--- config.mk ---
export PLATFORM = sky130hd
export DESIGN_NAME = wb_mailbox_flat
export DESIGN_NICKNAME = d
export VERILOG_FILES = /design/src/rtl/wb_mailbox_if.sv /design/src/rtl/wb_mailbox.sv /design/src/flat_wrapper.sv
export SDC_FILE = /design/constraint.sdc
export NUM_CORES = 1
export LEC_CHECK = 0
export BUFFER_PORTS_ARGS = -buffer_cell sky130_fd_sc_hd__buf_2
export CAP_MARGIN = 10
export CORE_UTILIZATION = 55
export DETAILED_ROUTE_END_ITERATION = 10
export PLACE_DENSITY = 0.74
export RECOVER_POWER = 100
export SLEW_MARGIN = 20
export SYNTH_ARGS = -nofsm -noshare
export SYNTH_HDL_FRONTEND = slang
export SYNTH_SLANG_ARGS = --single-unit
--- constraint.sdc ---
create_clock -name clk_i -period 9.9 [get_ports clk_i]
set_input_delay 0.99 -clock clk_i [delete_from_list [all_inputs] [get_ports clk_i]]
set_output_delay 0.99 -clock clk_i [all_outputs]
set_load 0.03 [all_outputs]
--- src/rtl/wb_mailbox_if.sv ---
// Classic Wishbone B4 bus bundle. Signal directions are named from the master's
// point of view: dat_o carries write data, dat_i carries read data.
interface wishbone;
    logic [31:0] adr;
    logic [31:0] dat_o;
    logic [31:0] dat_i;
    logic [3:0]  sel;
    logic        we;
    logic        cyc;
    logic        stb;
    logic        ack;
    logic        err;
    logic        rty;
    logic [2:0]  cti;
    logic [1:0]  bte;

    modport master (
        output adr, dat_o, sel, we, cyc, stb, cti, bte,
        input  dat_i, ack, err, rty
    );

    modport slave (
        input  adr, dat_o, sel, we, cyc, stb, cti, bte,
        output dat_i, ack, err, rty
    );
endinterface

--- src/rtl/wb_mailbox.sv ---
// Wishbone mailbox: TX FIFO (bus -> stream), RX FIFO (stream -> bus) and CTRL/STATUS.
// Define WB_MAILBOX_ERR_EN to answer TX-full writes and RX-empty reads with err.
module wb_mailbox #(
    parameter int unsigned DEPTH = 8
) (
    input  logic        clk_i,
    input  logic        rst_i,
    wishbone.slave      wb,
    output logic        tx_valid_o,
    output logic [31:0] tx_data_o,
    input  logic        tx_ready_i,
    input  logic        rx_valid_i,
    input  logic [31:0] rx_data_i,
    output logic        rx_ready_o,
    output logic        irq_o
);

    localparam int unsigned DW = 32;
    localparam int unsigned AW = $clog2(DEPTH);
    localparam int unsigned CW = AW + 1;

    localparam logic [1:0] REG_DATA   = 2'd0;
    localparam logic [1:0] REG_STATUS = 2'd1;
    localparam logic [1:0] REG_CTRL   = 2'd2;

    // One-hot response encoding so ack/err come straight off flop bits.
    typedef enum logic [1:0] {
        BUS_IDLE = 2'b00,
        BUS_ACK  = 2'b01,
        BUS_ERR  = 2'b10
    } bus_state_e;

    bus_state_e    state_q, state_d;
    logic [DW-1:0] dat_q, dat_d;
    logic [DW-1:0] wdat_q, wdat_d;
    logic          tx_push_pend_q, tx_push_pend_d;
    logic          rx_pop_pend_q, rx_pop_pend_d;
    logic          ctrl_pend_q, ctrl_pend_d;
    logic          irq_en_q, irq_en_d;
    logic          irq_q, irq_d;

    logic [DW-1:0] tx_mem [DEPTH];
    logic [AW-1:0] tx_wr_q, tx_wr_d, tx_rd_q, tx_rd_d;
    logic [CW-1:0] tx_cnt_q, tx_cnt_d;
    logic          tx_valid_q, tx_valid_d;

    logic [DW-1:0] rx_mem [DEPTH];
    logic [AW-1:0] rx_wr_q, rx_wr_d, rx_rd_q, rx_rd_d;
    logic [CW-1:0] rx_cnt_q, rx_cnt_d;
    logic          rx_ready_q, rx_ready_d;

    logic          bus_req;
    logic          tx_full, tx_empty, rx_full, rx_empty;
    logic          tx_push, tx_pop, tx_flush;
    logic          rx_push, rx_pop, rx_flush;
    logic [DW-1:0] status;
    logic          unused_bits;

    assign tx_full  = (tx_cnt_q == CW'(DEPTH));
    assign tx_empty = (tx_cnt_q == '0);
    assign rx_full  = (rx_cnt_q == CW'(DEPTH));
    assign rx_empty = (rx_cnt_q == '0);

    assign status = {8'd0, 8'(rx_cnt_q), 8'(tx_cnt_q), 4'd0,
                     rx_empty, rx_full, tx_empty, tx_full};

    // A new request is only taken while no response is on the bus.
    assign bus_req = wb.cyc & wb.stb & (state_q == BUS_IDLE);

    // Bus commits are scheduled here and applied at the end of the response cycle.
    assign tx_push  = tx_push_pend_q;
    assign tx_pop   = tx_valid_q & tx_ready_i;
    assign tx_flush = ctrl_pend_q & wdat_q[1];
    assign rx_push  = rx_valid_i & rx_ready_q;
    assign rx_pop   = rx_pop_pend_q;
    assign rx_flush = ctrl_pend_q & wdat_q[2];

    // Request decode: decide the response and latch the commit for the next edge.
    always_comb begin : bus_comb
        state_d        = BUS_IDLE;
        dat_d          = '0;
        wdat_d         = wdat_q;
        tx_push_pend_d = 1'b0;
        rx_pop_pend_d  = 1'b0;
        ctrl_pend_d    = 1'b0;
        if (bus_req) begin
            state_d = BUS_ACK;
            unique case (wb.adr[3:2])
                REG_DATA: begin
                    if (wb.we) begin
                        if (tx_full) begin
`ifdef WB_MAILBOX_ERR_EN
                            state_d = BUS_ERR;
`endif
                        end else begin
                            tx_push_pend_d = 1'b1;
                            wdat_d         = wb.dat_o;
                        end
                    end else begin
                        if (rx_empty) begin
`ifdef WB_MAILBOX_ERR_EN
                            state_d = BUS_ERR;
`endif
                        end else begin
                            rx_pop_pend_d = 1'b1;
                            dat_d         = rx_mem[rx_rd_q];
                        end
                    end
                end
                REG_STATUS: begin
                    if (!wb.we) begin
                        dat_d = status;
                    end
                end
                REG_CTRL: begin
                    if (wb.we) begin
                        ctrl_pend_d = wb.sel[0];
                        wdat_d      = wb.dat_o;
                    end else begin
                        dat_d = {31'd0, irq_en_q};
                    end
                end
                default: ;
            endcase
        end
    end

    always_comb begin : tx_comb
        tx_wr_d  = tx_wr_q;
        tx_rd_d  = tx_rd_q;
        tx_cnt_d = tx_cnt_q;
        if (tx_flush) begin
            tx_wr_d  = '0;
            tx_rd_d  = '0;
            tx_cnt_d = '0;
        end else begin
            if (tx_push) begin
                tx_wr_d = tx_wr_q + AW'(1);
            end
            if (tx_pop) begin
                tx_rd_d = tx_rd_q + AW'(1);
            end
            unique case ({tx_push, tx_pop})
                2'b10:   tx_cnt_d = tx_cnt_q + CW'(1);
                2'b01:   tx_cnt_d = tx_cnt_q - CW'(1);
                default: tx_cnt_d = tx_cnt_q;
            endcase
        end
        tx_valid_d = (tx_cnt_d != '0);
    end

    always_comb begin : rx_comb
        rx_wr_d  = rx_wr_q;
        rx_rd_d  = rx_rd_q;
        rx_cnt_d = rx_cnt_q;
        if (rx_flush) begin
            rx_wr_d  = '0;
            rx_rd_d  = '0;
            rx_cnt_d = '0;
        end else begin
            if (rx_push) begin
                rx_wr_d = rx_wr_q + AW'(1);
            end
            if (rx_pop) begin
                rx_rd_d = rx_rd_q + AW'(1);
            end
            unique case ({rx_push, rx_pop})
                2'b10:   rx_cnt_d = rx_cnt_q + CW'(1);
                2'b01:   rx_cnt_d = rx_cnt_q - CW'(1);
                default: rx_cnt_d = rx_cnt_q;
            endcase
        end
        rx_ready_d = (rx_cnt_d != CW'(DEPTH));
    end

    always_comb begin : ctrl_comb
        irq_en_d = ctrl_pend_q ? wdat_q[0] : irq_en_q;
        irq_d    = irq_en_q & ~rx_empty;
    end

    always_ff @(posedge clk_i or negedge rst_i) begin : regs
        if (!rst_i) begin
            state_q        <= BUS_IDLE;
            dat_q          <= '0;
            wdat_q         <= '0;
            tx_push_pend_q <= 1'b0;
            rx_pop_pend_q  <= 1'b0;
            ctrl_pend_q    <= 1'b0;
            irq_en_q       <= 1'b0;
            irq_q          <= 1'b0;
            tx_wr_q        <= '0;
            tx_rd_q        <= '0;
            tx_cnt_q       <= '0;
            tx_valid_q     <= 1'b0;
            rx_wr_q        <= '0;
            rx_rd_q        <= '0;
            rx_cnt_q       <= '0;
            rx_ready_q     <= 1'b1;
        end else begin
            state_q        <= state_d;
            dat_q          <= dat_d;
            wdat_q         <= wdat_d;
            tx_push_pend_q <= tx_push_pend_d;
            rx_pop_pend_q  <= rx_pop_pend_d;
            ctrl_pend_q    <= ctrl_pend_d;
            irq_en_q       <= irq_en_d;
            irq_q          <= irq_d;
            tx_wr_q        <= tx_wr_d;
            tx_rd_q        <= tx_rd_d;
            tx_cnt_q       <= tx_cnt_d;
            tx_valid_q     <= tx_valid_d;
            rx_wr_q        <= rx_wr_d;
            rx_rd_q        <= rx_rd_d;
            rx_cnt_q       <= rx_cnt_d;
            rx_ready_q     <= rx_ready_d;
        end
    end

    // Storage is deliberately left out of reset.
    always_ff @(posedge clk_i) begin : tx_store
        if (tx_push && !tx_flush) begin
            tx_mem[tx_wr_q] <= wdat_q;
        end
    end

    always_ff @(posedge clk_i) begin : rx_store
        if (rx_push && !rx_flush) begin
            rx_mem[rx_wr_q] <= rx_data_i;
        end
    end

    assign wb.ack   = state_q[0];
`ifdef WB_MAILBOX_ERR_EN
    assign wb.err   = state_q[1];
`else
    assign wb.err   = 1'b0;
`endif
    assign wb.rty   = 1'b0;
    assign wb.dat_i = dat_q;

    assign tx_valid_o = tx_valid_q;
    assign tx_data_o  = tx_mem[tx_rd_q];
    assign rx_ready_o = rx_ready_q;
    assign irq_o      = irq_q;

    assign unused_bits = ^{wb.adr[31:4], wb.adr[1:0], wb.sel[3:1], wb.cti, wb.bte};

endmodule

--- src/flat_wrapper.sv ---
// flat-port wrapper written by rule: the top's interface ports become plain ports
module wb_mailbox_flat 
#(
    parameter int unsigned DEPTH = 8
)
  (clk_i, rst_i, tx_valid_o, tx_data_o, tx_ready_i, rx_valid_i, rx_data_i, rx_ready_o, irq_o, wb_adr, wb_dat_o, wb_sel, wb_we, wb_cyc, wb_stb, wb_cti, wb_bte, wb_dat_i, wb_ack, wb_err, wb_rty);
  wishbone wb_i ();
  input  logic clk_i;
  input  logic rst_i;
  output logic tx_valid_o;
  output logic [31:0] tx_data_o;
  input  logic tx_ready_i;
  input  logic rx_valid_i;
  input  logic [31:0] rx_data_i;
  output logic rx_ready_o;
  output logic irq_o;
  input wire logic [$bits(wb_i.adr)-1:0] wb_adr;
  input wire logic [$bits(wb_i.dat_o)-1:0] wb_dat_o;
  input wire logic [$bits(wb_i.sel)-1:0] wb_sel;
  input wire logic [$bits(wb_i.we)-1:0] wb_we;
  input wire logic [$bits(wb_i.cyc)-1:0] wb_cyc;
  input wire logic [$bits(wb_i.stb)-1:0] wb_stb;
  input wire logic [$bits(wb_i.cti)-1:0] wb_cti;
  input wire logic [$bits(wb_i.bte)-1:0] wb_bte;
  output wire logic [$bits(wb_i.dat_i)-1:0] wb_dat_i;
  output wire logic [$bits(wb_i.ack)-1:0] wb_ack;
  output wire logic [$bits(wb_i.err)-1:0] wb_err;
  output wire logic [$bits(wb_i.rty)-1:0] wb_rty;
  assign wb_i.adr = wb_adr;
  assign wb_i.dat_o = wb_dat_o;
  assign wb_i.sel = wb_sel;
  assign wb_i.we = wb_we;
  assign wb_i.cyc = wb_cyc;
  assign wb_i.stb = wb_stb;
  assign wb_i.cti = wb_cti;
  assign wb_i.bte = wb_bte;
  assign wb_dat_i = wb_i.dat_i;
  assign wb_ack = wb_i.ack;
  assign wb_err = wb_i.err;
  assign wb_rty = wb_i.rty;
  wb_mailbox #(.DEPTH(DEPTH)) u_core (.clk_i(clk_i), .rst_i(rst_i), .wb(wb_i), .tx_valid_o(tx_valid_o), .tx_data_o(tx_data_o), .tx_ready_i(tx_ready_i), .rx_valid_i(rx_valid_i), .rx_data_i(rx_data_i), .rx_ready_o(rx_ready_o), .irq_o(irq_o));
endmodule
Word-level counts from Yosys, hierarchy flattened
Memory sizes are Yosys's and may differ from the RTL's.
Index checks and enable logic that the tools add are counted.
{"block": "word_totals", "ff_bits": 93, "mem_bits_rw": 512, "word_cells": 99, "n_memories": 2}
{"name": "u_core.rx_mem", "words": 8, "word_bits": 32, "read_ports": 1, "rd_ports_with_merged_regs": 0, "wr": 1, "line_no": "wb_mailbox.sv:47", "rtl": "logic [DW-1:0] rx_mem [DEPTH];"}
{"name": "u_core.tx_mem", "words": 8, "word_bits": 32, "read_ports": 1, "rd_ports_with_merged_regs": 0, "wr": 1, "line_no": "wb_mailbox.sv:42", "rtl": "logic [DW-1:0] tx_mem [DEPTH];"}
{"block": "classes", "add_sub_neg": 8, "eq_ne": 12, "muxes": 38, "bitwise": 8, "n_reduce_logical": 15}
{"operator": "32-bit two-way mux", "count": 6}
{"operator": "32-bit one-hot mux with 3 select lines", "count": 1}
{"operator": "32-bit one-hot mux with 2 select lines", "count": 1}
{"operator": "3-bit two-way mux", "count": 8}
{"operator": "20-bit two-way mux", "count": 1}
{"operator": "1-bit two-way mux", "count": 17}
{"operator": "4-bit one-hot mux with 2 select lines", "count": 2}
{"operator": "3-bit by 1-bit adder with 3-bit output (second input constant)", "count": 4}
{"operator": "2-bit nonzero test", "count": 5}
{"operator": "4-bit by 1-bit adder with 4-bit output (second input constant)", "count": 2}
{"operator": "4-bit equality test (second input constant)", "count": 2}
{"operator": "4-bit zero test", "count": 2}
{"operator": "4-bit two-way mux", "count": 2}
{"operator": "4-bit by 1-bit subtractor with 4-bit output (second input constant)", "count": 2}
{"operator": "1-bit AND", "count": 7}
{"operator": "2-bit by 1-bit equality test with 1-bit output (second input constant)", "count": 3}
{"operator": "2-bit equality test (second input constant)", "count": 3}
{"operator": "2-bit != test (second input constant)", "count": 3}
{"operator": "5-bit AND reduction", "count": 1}
{"operator": "2-bit zero test", "count": 2}
{"operator": "4-bit != test (second input constant)", "count": 1}
{"operator": "4-bit nonzero test", "count": 1}
{"operator": "1-bit logical AND", "count": 2}
{"operator": "1-bit zero test", "count": 2}
{"operator": "1-bit NOT", "count": 1}

Logic depth before layout (Yosys ltp)
Gate-level depths: netlist of the first run.
{"block": "depth", "ltp_word": 5, "mapped_depth": 10, "depth_no_buf": 10}

Least setup slack after synthesis of the first run
Ideal clock, no wire load.
{"block": "synth_path", "path_kind": "input to register", "startpoint": "in rx_valid_i", "endpoint": "mem u_core.rx_mem[0][0], enable pin", "setup_ns": 0.461, "t_arrival_ns": 3.706, "required_time_ns": 9.439, "setup_slack_ns": 5.733, "path_stages": 3, "n_path_buf": 0, "path_cell_list": "nand2_1 -> or3_1 -> nor3_1"}
{"block": "synth_via", "elab_chain_cells": 4}
{"item": "start: declaration", "line_no": "flat_wrapper.sv:13", "rtl": "input logic rx_valid_i;"}
{"item": "1-bit AND", "line_no": "wb_mailbox.sv:74", "rtl": "assign rx_push = rx_valid_i & rx_ready_q;"}
{"item": "1-bit logical AND", "line_no": "wb_mailbox.sv:227", "rtl": "if (rx_push && !rx_flush) begin"}
{"item": "1-bit two-way mux", "line_no": "wb_mailbox.sv:227"}
{"item": "1-bit two-way mux (not written as such)", "line_no": "wb_mailbox.sv:228", "rtl": "rx_mem[rx_wr_q] <= rx_data_i;"}
{"item": "end: declaration", "line_no": "wb_mailbox.sv:47"}
Every way passes these cells.

Worst setup path after layout of the first run
{"block": "layout_path", "startpoint": "reg u_core.tx_rd_q[0]", "endpoint": "out tx_data_o[2]"}
{"block": "layout_via", "elab_chain_cells": 1}
{"item": "start: declaration", "line_no": "wb_mailbox.sv:43", "rtl": "logic [AW-1:0] tx_wr_q, tx_wr_d, tx_rd_q, tx_rd_d;"}
{"item": "start signal: assignment", "line_no": "wb_mailbox.sv:209", "rtl": "tx_rd_q <= tx_rd_d;"}
{"item": "memory read 8 x 32 bit"}
{"item": "end: declaration", "line_no": "flat_wrapper.sv:11", "rtl": "output logic [31:0] tx_data_o;"}
Every way passes these cells.

==> impl_metrics.ini, run 1 <==
[status]
status = finished, violations left
failing_checks = capacitance limit, slew limit

[clock_network]
cts_made_buffers = 58
cts-htree-levels = 2
cts_tree = yes
cts_resized = 0
clkTransAtPathRegs_ns = 0.06
clock_root_cell = clkbuf_16
post_cts.repair.setup_buffers = 0
clock_tree.buffer_depth = 3
worst_skew_pair.late_latency_ns = 0.61
numClockSinks = 604
cts_hold_buf = 0

[die]
num_rows = 74
die_x_um = 206.1
floorplan.die_area_sq_um = 42490
die_height_um = 206.1
number_of_placed_i_o_pins = 182
total_core_area_sq_um = 40920
floorplan.initialDensity = 0.5600

[timing]
hold_viol_final = 0
slew_headroom = -1.724
finalClockSkew_ns = 0.02131
sum_of_negative_setup_slack_ns = 0
unrepaired_setup_endpoints_after_global_routing = no
tightest_slew_ns = 4.086
maxClockFrequency_ghz = 0.1581
post-route-period-util = 0.6388
final_max_slew_viol_count = 807
setup-violations-final = 0
post-route-worst-setup-slack_ns = 3.576
min_period_ns = 6.324

[placed_design]
pre_cts_slack_ns = 6.232
finalWeightedCongestion = 0.7362
place.detailed.instances = 1706
post_dp_hpwl_mm = 22.61
number_of_port_buffers = 141

[synth]
ys.warnings.count = 0
post_synth_main_area_contributors = edfxtp_1 (67%), mux4_2 (13%), dfrtp_1 (9.9%)
syn-instance-count = 1059
yosysSeqAreaShare = 0.7714
synth-main-ff-cell = edfxtp_1
netlist_area_sq_um = 22920
postSynthAreaPerCell_sq_um = 21.64
synthDominantCellAreaShare = 0.6709
synthDominantAreaCellType = edfxtp_1
synth.distinct_cells = 42
async_reset_ff_frac = 0.1523
synth_enable_flop_cells = 512
seq_cells_post_synth = 604

[global_routing]
first_global_vias = 10900
maximum_number_of_pins_on_one_net_before_global_route_repair = 67
grt_usage = 0.2093
number_of_antenna_violations_at_the_first_check_in_global_routing = 4
globalRouteOverflowTotal = 0
first_pass_grt_wire_length_mm = 64.66

[critical_path]
cp_slowest_cell = clkbuf_1
timing.critical_path.required_ns = 8.91
timing.critical_path.max_delay_family = buffers and inverters
critical_path_arrival_ns = 5.33
crit_path_end_kind = output pin
worstPathCellList = clkbuf_1 > mux4_2 > mux2_2 > clkbuf_1
timing.critical_path.buf_inv = 2
worst-setup-path-type = reg2out
timing.critical_path.mode_cell = clkbuf_1
timing.critical_path.slowest_cell_delay_ns = 2.70
worst-path-max-fanout = 45
timing.critical_path.from_type = flip-flop

[drt]
post_drt_via_cell_ratio = 5.785
wl_per_cell_um = 23.87
num_vias = 10510
detail-route-antenna-nets = 0
detailedRoute.firstPassIterationCount = 5
routed_wirelength_mm = 43.34
first_iteration_detailed_routing_drc_count = 640
detail_route.drc_violations = 0

[layout]
filler_cell_count = 2803
layout.nets = 1356
final_layout_size_suffix_gt1_frac = 0.2683
post_layout_cell_count = 1816
final_core_utilization = 0.6355
areaGrowthSynthToFinish_pct = 13.49

[job]
max-cap-violations = 23

[worst_hold_path]
holdCritPathClass = reg2reg

[power]
report.power.total_mw = 7.351
irDropWorstVdd_mv = 0.1704
p_leak_nw = 8.620
cellPowerDensity_nw_per_um2 = 282.7
## routing by layer
layer,GRT usage,part of all wire
met1,0.2760,0.41
met2,0.3508,0.51
met3,0.04399,0.062
met4,0.06670,0.018
met5,0,0.00053
## metrics by stage
step	hold WS, ns	area [sq um]
after floorplan	0.4825	22920
after global placement	0.4515	24360
after detailed placement	0.4662	24360
after CTS	0.4255	26280
after global routing	0.5061	26000
final	0.4824	26010
## cell usage after synthesis, types with 3 or more instances
master    instances
a21oi_1           5
a31oi_1           3
buf_2            20
clkbuf_1         26
dfrtp_1          91
edfxtp_1        512
ha_1             10
inv_1             4
mux2_2           65
mux2i_1          36
mux4_2          128
nand2_1          24
nand2b_1          4
nand3_1           3
nand3b_1          4
nor2_1           59
nor3_1            6
o21ai_0           5
o21ai_2           8
or3_1             3
xnor2_1           6
xor2_1           12
## flip-flops by register name (all words and copies together), names as in the netlist
signal,count
u_core.ctrl_pend_q,1
u_core.irq_en_q,1
u_core.irq_o,1
u_core.rx_cnt_q,4
u_core.rx_mem,256
u_core.rx_pop,1
u_core.rx_rd_q,3
u_core.rx_ready_o,1
u_core.rx_wr_q,3
u_core.state_q,1
u_core.tx_cnt_q,4
u_core.tx_mem,256
u_core.tx_push,1
u_core.tx_rd_q,3
u_core.tx_valid_o,1
u_core.tx_wr_q,3
u_core.wb.dat_i,32
u_core.wdat_q,32
## cell type report
| class | instances | area (sq um) | area share |
|---|---|---|---|
| inverter | 4 | 15.01 | 0.0005773 |
| clock inverter | 37 | 382.9 | 0.01472 |
| antenna | 2 | 5.005 | 0.0001924 |
| sequential | 604 | 17690 | 0.6802 |
| multi-input combinational | 401 | 5022 | 0.1931 |
| tap | 532 | 665.6 | 0.02559 |
| timing repair buffer | 165 | 685.7 | 0.02636 |
| clock buffer | 71 | 1541 | 0.05927 |
## where the power goes
group          internal [mW]  leakage [nW]  total, mW  switching (mW)
clock                   1.31         0.943       2.22           0.912
sequential              3.12          5.81       3.38           0.255
combinational          0.832          1.87       1.75           0.920
total                   5.26          8.62       7.35            2.09
## kinds of logic after synthesis
group | Yosys count | synth area share
DFF | 604 | 0.7714
adders and majority gates | 10 | 0.005460
muxes | 229 | 0.1735
and+or+nand+nor | 115 | 0.02282
AOI/OAI and AO/OA | 27 | 0.008299
buffers and inverters | 55 | 0.01152
other | 1 | 0.0001636
xor gates and xnor gates | 18 | 0.006879
## worst paths after layout
| check | to | slack, ns | start | cells past startpoint |
|---|---|---|---|---|
| worst max-delay path | tx_data_o[2] | 3.58 | u_core.tx_rd_q[0] | 4 |
| worst min-delay path | u_core.state_q[0] | 0.48 | u_core.state_q[0] | 1 |
| worst max register to register | u_core.wb.dat_i[16] | 5.40 | u_core.rx_rd_q[1] | 4 |
| worst min register to register | u_core.state_q[0] | 0.48 | u_core.state_q[0] | 1 |
| max in group asynchronous | u_core.rx_rd_q[0] | 3.97 | rst_i | 2 |
| min in group asynchronous | u_core.wdat_q[26] | 1.36 | rst_i | 1 |
## cell usage in the layout (no fill, tap or decap), drive strengths merged, types with 8 or more instances in the layout
| cell type | instances |
|---|---|
| nor3 | 8 |
| dfrtp | 91 |
| mux2 | 65 |
| mux4 | 128 |
| nor2 | 60 |
| o21ai | 13 |
| mux2i | 36 |
| ha | 10 |
| clkinv | 25 |
| xor2 | 12 |
| edfxtp | 512 |
| nand2 | 24 |
| bufinv | 8 |
| buf | 47 |
| clkbuf | 189 |
Note: power is estimated with default switching activity, not from simulation.
==> inputs of run 2 (changes only) <==
==> constraint.sdc (replaced) <==
create_clock -name clk_i -period 6.55 [get_ports clk_i]
set_input_delay 0.655 -clock clk_i [delete_from_list [all_inputs] [get_ports clk_i]]
set_output_delay 0.655 -clock clk_i [all_outputs]
set_load 0.03 [all_outputs]
==> run 2 against run 1 <==
Net effect: the run still ends with capacitance limit, slew limit left; sequential cell count is the same; setup slack lost 1.7 ns; hold slack lost 0.20 ns; non-clock buffer count is the same; cell area grew 0.45%; utilization grew 0.28 points.
==> impl_metrics.ini, run 2 (synthesis results as in run 1) <==
[clock_network]
clkTransAtPathRegs_ns = 0.06
cts_hold_buf = 0
clock_root_cell = clkbuf_16
worst_skew_pair.late_latency_ns = 0.61
clock_tree.buffer_depth = 3
post_cts.repair.setup_buffers = 0
cts_resized = 0
cts-htree-levels = 2
numClockSinks = 604
cts_tree = yes
cts_made_buffers = 58

[layout]
leading_cell_type_in_the_layout_fill_and_taps_excluded = edfxtp_1
final_cell_area_sq_um = 26120
layout.nets = 1356
final_core_utilization = 0.6383
final_cell_mix = edfxtp_1 (512), clkbuf_1 (133), mux4_2 (128)
final_layout_size_suffix_gt1_frac = 0.2790
post_layout_cell_count = 1818
areaGrowthSynthToFinish_pct = 13.99
reg.largest.list = u_core.rx_mem: 256 flops, u_core.tx_mem: 256 flops

[power]
p_leak_nw = 8.660
report.power.total_mw = 11.17
irDropWorstVdd_mv = 0.2826
cellPowerDensity_nw_per_um2 = 427.8

[drt]
detail-route-antenna-nets = 0
routed_wirelength_mm = 43.35
wl_per_cell_um = 23.84
post_drt_via_cell_ratio = 5.740
detail_route.drc_violations = 0
num_vias = 10440
detailedRoute.firstPassIterationCount = 5
first_iteration_detailed_routing_drc_count = 757

[global_routing]
number_of_antenna_violations_at_the_first_check_in_global_routing = 6
first_pass_grt_wire_length_mm = 64.80
first_global_vias = 10870
maximum_number_of_pins_on_one_net_before_global_route_repair = 67
grt_usage = 0.2112
globalRouteOverflowTotal = 0

[die]
floorplan.initialDensity = 0.5600
die_height_um = 206.1
number_of_placed_i_o_pins = 182
total_core_area_sq_um = 40920
floorplan.die_area_sq_um = 42490
num_rows = 74
die_x_um = 206.1

[timing]
sum_of_negative_setup_slack_ns = 0
slew_headroom = -1.705
final_max_slew_viol_count = 786
unrepaired_setup_endpoints_after_global_routing = no
maxClockFrequency_ghz = 0.2129
post-route-period-util = 0.7171
hold_viol_final = 0
setup-violations-final = 0
tightest_slew_ns = 4.058
min_period_ns = 4.697
finalClockSkew_ns = 0.02336

[worst_hold_path]
holdCritPathClass = in2reg
worst_hold_startpoint = wb_dat_o[8]

[critical_path]
crit_path_end_kind = output pin
critical_path_arrival_ns = 4.04
timing.critical_path.required_ns = 5.89
timing.critical_path.from_type = flip-flop
worst-path-max-fanout = 39
crit-reg2reg-launch = u_core.rx_rd_q[1]
launch_point_of_the_critical_path = u_core.tx_rd_q[0]
worst-setup-path-type = reg2out

[job]
max-cap-violations = 22

[placed_design]
place.detailed.instances = 1706
finalWeightedCongestion = 0.7610
dpl-instance-area_sq_um = 24360
post_dp_hpwl_mm = 22.38
number_of_port_buffers = 141

[status]
failing_checks = capacitance limit, slew limit
status = finished, violations left
==> run 2: path summary, 6_finish.rpt <==
check	to	slack [ns]	cells after the start
hold reg to reg	u_core.state_q[0]	0.49	1
max in group asynchronous	u_core.rx_rd_q[0]	2.64	2
setup reg to reg	u_core.wb.dat_i[16]	2.01	4
min in group asynchronous	u_core.wb.dat_i[8]	1.01	1
setup / recovery	tx_data_o[12]	1.85	4
hold / removal	u_core.wdat_q[8]	0.28	2
==> run 2: per-stage QoR <==
| stage | hold slack (ns) | worst slack, ns |
|---|---|---|
| 2_1_floorplan | 0.3594 | 2.702 |
| 3_3_place_gp | 0.4543 | 3.187 |
| 3_5_place_dp | 0.4614 | 3.187 |
| 4_1_cts | 0.09765 | 2.530 |
| 5_1_grt | 0.2565 | 1.448 |
| 6_report | 0.2830 | 1.853 |
==> run 2: layer usage <==
metal / GRT usage / routed length (um)
met5: 0 / 34
met4: 0.07300 / 913
met3: 0.04478 / 2683
met2: 0.3535 / 21940
met1: 0.2762 / 17770
==> run 2: worst max-delay path: stages (launching register included) <==
cell	delay (ns)
dfrtp_1	1.48
buf_4	0.83
mux4_2	0.59
mux2_2	0.30
clkbuf_1	0.22
==> run 2: report_power, final <==
| part | internal [mW] | switching, mW | leakage (nW) |
|---|---|---|---|
| combinational | 1.23 | 1.36 | 1.88 |
| clock | 2.07 | 1.38 | 0.979 |
| sequential | 4.72 | 0.427 | 5.81 |
==> run 2: final cells by class <==
cell class              count  area [sq um]
flip-flops and latches    604         17690
fillers                  2812         14800
multi-input cells         401          5062
clock buffers              82          1653
repair buffers            165         686.9
well taps                 532         665.6
clock inverters            27         346.6
inverters                   4         15.01
diodes                      3         7.507
==> inputs of run 3 (changes only) <==
==> constraint.sdc (replaced) <==
create_clock -name clk_i -period 4.7 [get_ports clk_i]
set_input_delay 0.47 -clock clk_i [delete_from_list [all_inputs] [get_ports clk_i]]
set_output_delay 0.47 -clock clk_i [all_outputs]
set_load 0.03 [all_outputs]
==> run 3 against run 2 <==
Net effect: cell count decreased by 0.11%; the run ends with hold timing, capacitance limit, slew limit left; register-to-register slack worse by 1.2 ns; count of clock-buffer cells in the layout fell by 11; largest cell class unchanged; sequential cell count did not move; clock skew fell by 0.0065 ns; critical path type is now reg2reg; global-route usage shrank 0.23 points; non-clock buffer count is 1 higher; first-iteration DRC count is 2.2% lower; via count up 0.56%; utilization fell by 0.19 points; clock power increased by 34%; setup slack worse by 1.0 ns.
==> impl_metrics.ini, run 3 (synthesis results as in run 1) <==
[critical_path]
timing.critical_path.required_ns = 4.87
cp_slowest_cell = clkbuf_1
timing.critical_path.from_type = flip-flop
timing.critical_path.max_delay_family = buffers and inverters
crit_path_end_kind = flip-flop
critical_path_arrival_ns = 4.06
timing.critical_path.slowest_cell_delay_ns = 1.73
worst-setup-path-type = reg2reg
worst-path-max-fanout = 32
timing.critical_path.buf_inv = 1
worstPathCellList = and2_0 > or3_1 > nor3_2 > clkbuf_1

[layout]
leading_cell_type_in_the_layout_fill_and_taps_excluded = edfxtp_1
final_layout_size_suffix_gt1_frac = 0.2777
post_layout_cell_count = 1816
areaGrowthSynthToFinish_pct = 13.65
final_cell_mix = edfxtp_1 (512), mux4_2 (128), clkbuf_1 (121)
final_core_utilization = 0.6364
layout.nets = 1356
final_cell_area_sq_um = 26050
reg.largest.list = u_core.rx_mem: 256 flops, u_core.tx_mem: 256 flops

[timing]
finalClockSkew_ns = 0.01685
unrepaired_setup_endpoints_after_global_routing = no
final_max_slew_viol_count = 401
hold_viol_final = 6
whs_ns = -0.005649
tightest_slew_ns = 2.439
min_period_ns = 3.886
sum_of_negative_setup_slack_ns = 0
post-route-period-util = 0.8268
post-route-worst-setup-slack_ns = 0.8138
slew_headroom = -0.6262
setup-violations-final = 0
maxClockFrequency_ghz = 0.2573

[drt]
wl_per_cell_um = 23.73
routed_wirelength_mm = 43.09
post_drt_via_cell_ratio = 5.778
first_iteration_detailed_routing_drc_count = 740
detail-route-antenna-nets = 0
detailedRoute.firstPassIterationCount = 5
detail_route.drc_violations = 0
num_vias = 10490

[die]
floorplan.initialDensity = 0.5600
die_height_um = 206.1
number_of_placed_i_o_pins = 182
num_rows = 74
die_x_um = 206.1
total_core_area_sq_um = 40920
floorplan.die_area_sq_um = 42490

[global_routing]
number_of_antenna_violations_at_the_first_check_in_global_routing = 4
first_global_vias = 10850
maximum_number_of_pins_on_one_net_before_global_route_repair = 63
first_pass_grt_wire_length_mm = 64.72
grt_usage = 0.2090
globalRouteOverflowTotal = 0

[clock_network]
numClockSinks = 604
cts_made_buffers = 57
worst_skew_pair.late_latency_ns = 0.61
clock_tree.buffer_depth = 3
cts_hold_buf = 0
clock_root_cell = clkbuf_16
post_cts.repair.setup_buffers = 0
cts_resized = 0
cts-htree-levels = 2
clkTransAtPathRegs_ns = 0.06
cts_tree = yes

[placed_design]
place.detailed.instances = 1706
dpl-instance-area_sq_um = 24370
number_of_port_buffers = 141
post_dp_hpwl_mm = 23.99
pre_cts_slack_ns = 1.795
finalWeightedCongestion = 0.7131

[power]
power.share.combinational = 0.226
power_switching_mw = 4.408
power_frac_seq = 0.474
power.switching_fraction = 0.2869
share_clk_of_total_power = 0.301
power_report.internal_total_mw = 10.96
report.power.total_mw = 15.36
cellPowerDensity_nw_per_um2 = 589.9
p_leak_nw = 8.640
irDropWorstVdd_mv = 0.3847

[job]
max-cap-violations = 14

[status]
status = finished, violations left
failing_checks = hold timing, capacitance limit, slew limit

[worst_hold_path]
holdCritPathClass = in2async
[run 3: worst paths after layout]
kind                            slack [ns]                   to  depth (start not counted)              start
min in group clk_i                    0.09    u_core.wdat_q[10]                          2       wb_dat_o[10]
worst min register to register        0.49    u_core.state_q[0]                          1  u_core.state_q[0]
max in group asynchronous             2.10  u_core.wb.dat_i[31]                          2              rst_i
worst max register to register        0.81  u_core.rx_mem[0][9]                          4   u_core.wdat_q[2]
worst max-delay path                  0.81  u_core.rx_mem[0][9]                          4   u_core.wdat_q[2]
worst min-delay path                -0.006    u_core.wdat_q[26]                          1              rst_i
[run 3: worst register-to-register path: cells and delay by family, from the launching register on]
family        cells  cell delay, ns
buf+inv           1            1.73
flops             1            0.47
simple gates      3            1.23
[run 3: power by group through the flow]
| stage | Sequential (mW) | Combinational [mW] | Clock (mW) |
|---|---|---|---|
| 6_report | 7.28 | 3.47 | 4.62 |
| 5_1_grt | 7.38 | 3.75 | 4.91 |
| 4_1_cts | 7.37 | 3.49 | 4.71 |
| 3_5_place_dp | 7.47 | 3.47 | 0 |
| 3_3_place_gp | 7.43 | 3.42 | 0 |
| 2_1_floorplan | 6.93 | 2.95 | 0 |
[run 3: routing by layer]
metal	wire length (um)	up-vias	GRT usage
met4	745	4	0.05909
met1	17820	5534	0.2724
met3	2433	58	0.04699
li1	-	4638	-
met2	22060	259	0.3545
met5	28	-	0
[run 3: area by class of cell]
| class | instances | area, sq um |
|---|---|---|
| Fill cell | 2792 | 14880 |
| Multi-Input combinational cell | 401 | 5019 |
| Clock inverter | 36 | 344.1 |
| Antenna cell | 2 | 5.005 |
| Timing Repair Buffer | 166 | 735.7 |
| Tap cell | 532 | 665.6 |
| Clock buffer | 71 | 1572 |
| Inverter | 4 | 15.01 |
| Sequential cell | 604 | 17690 |
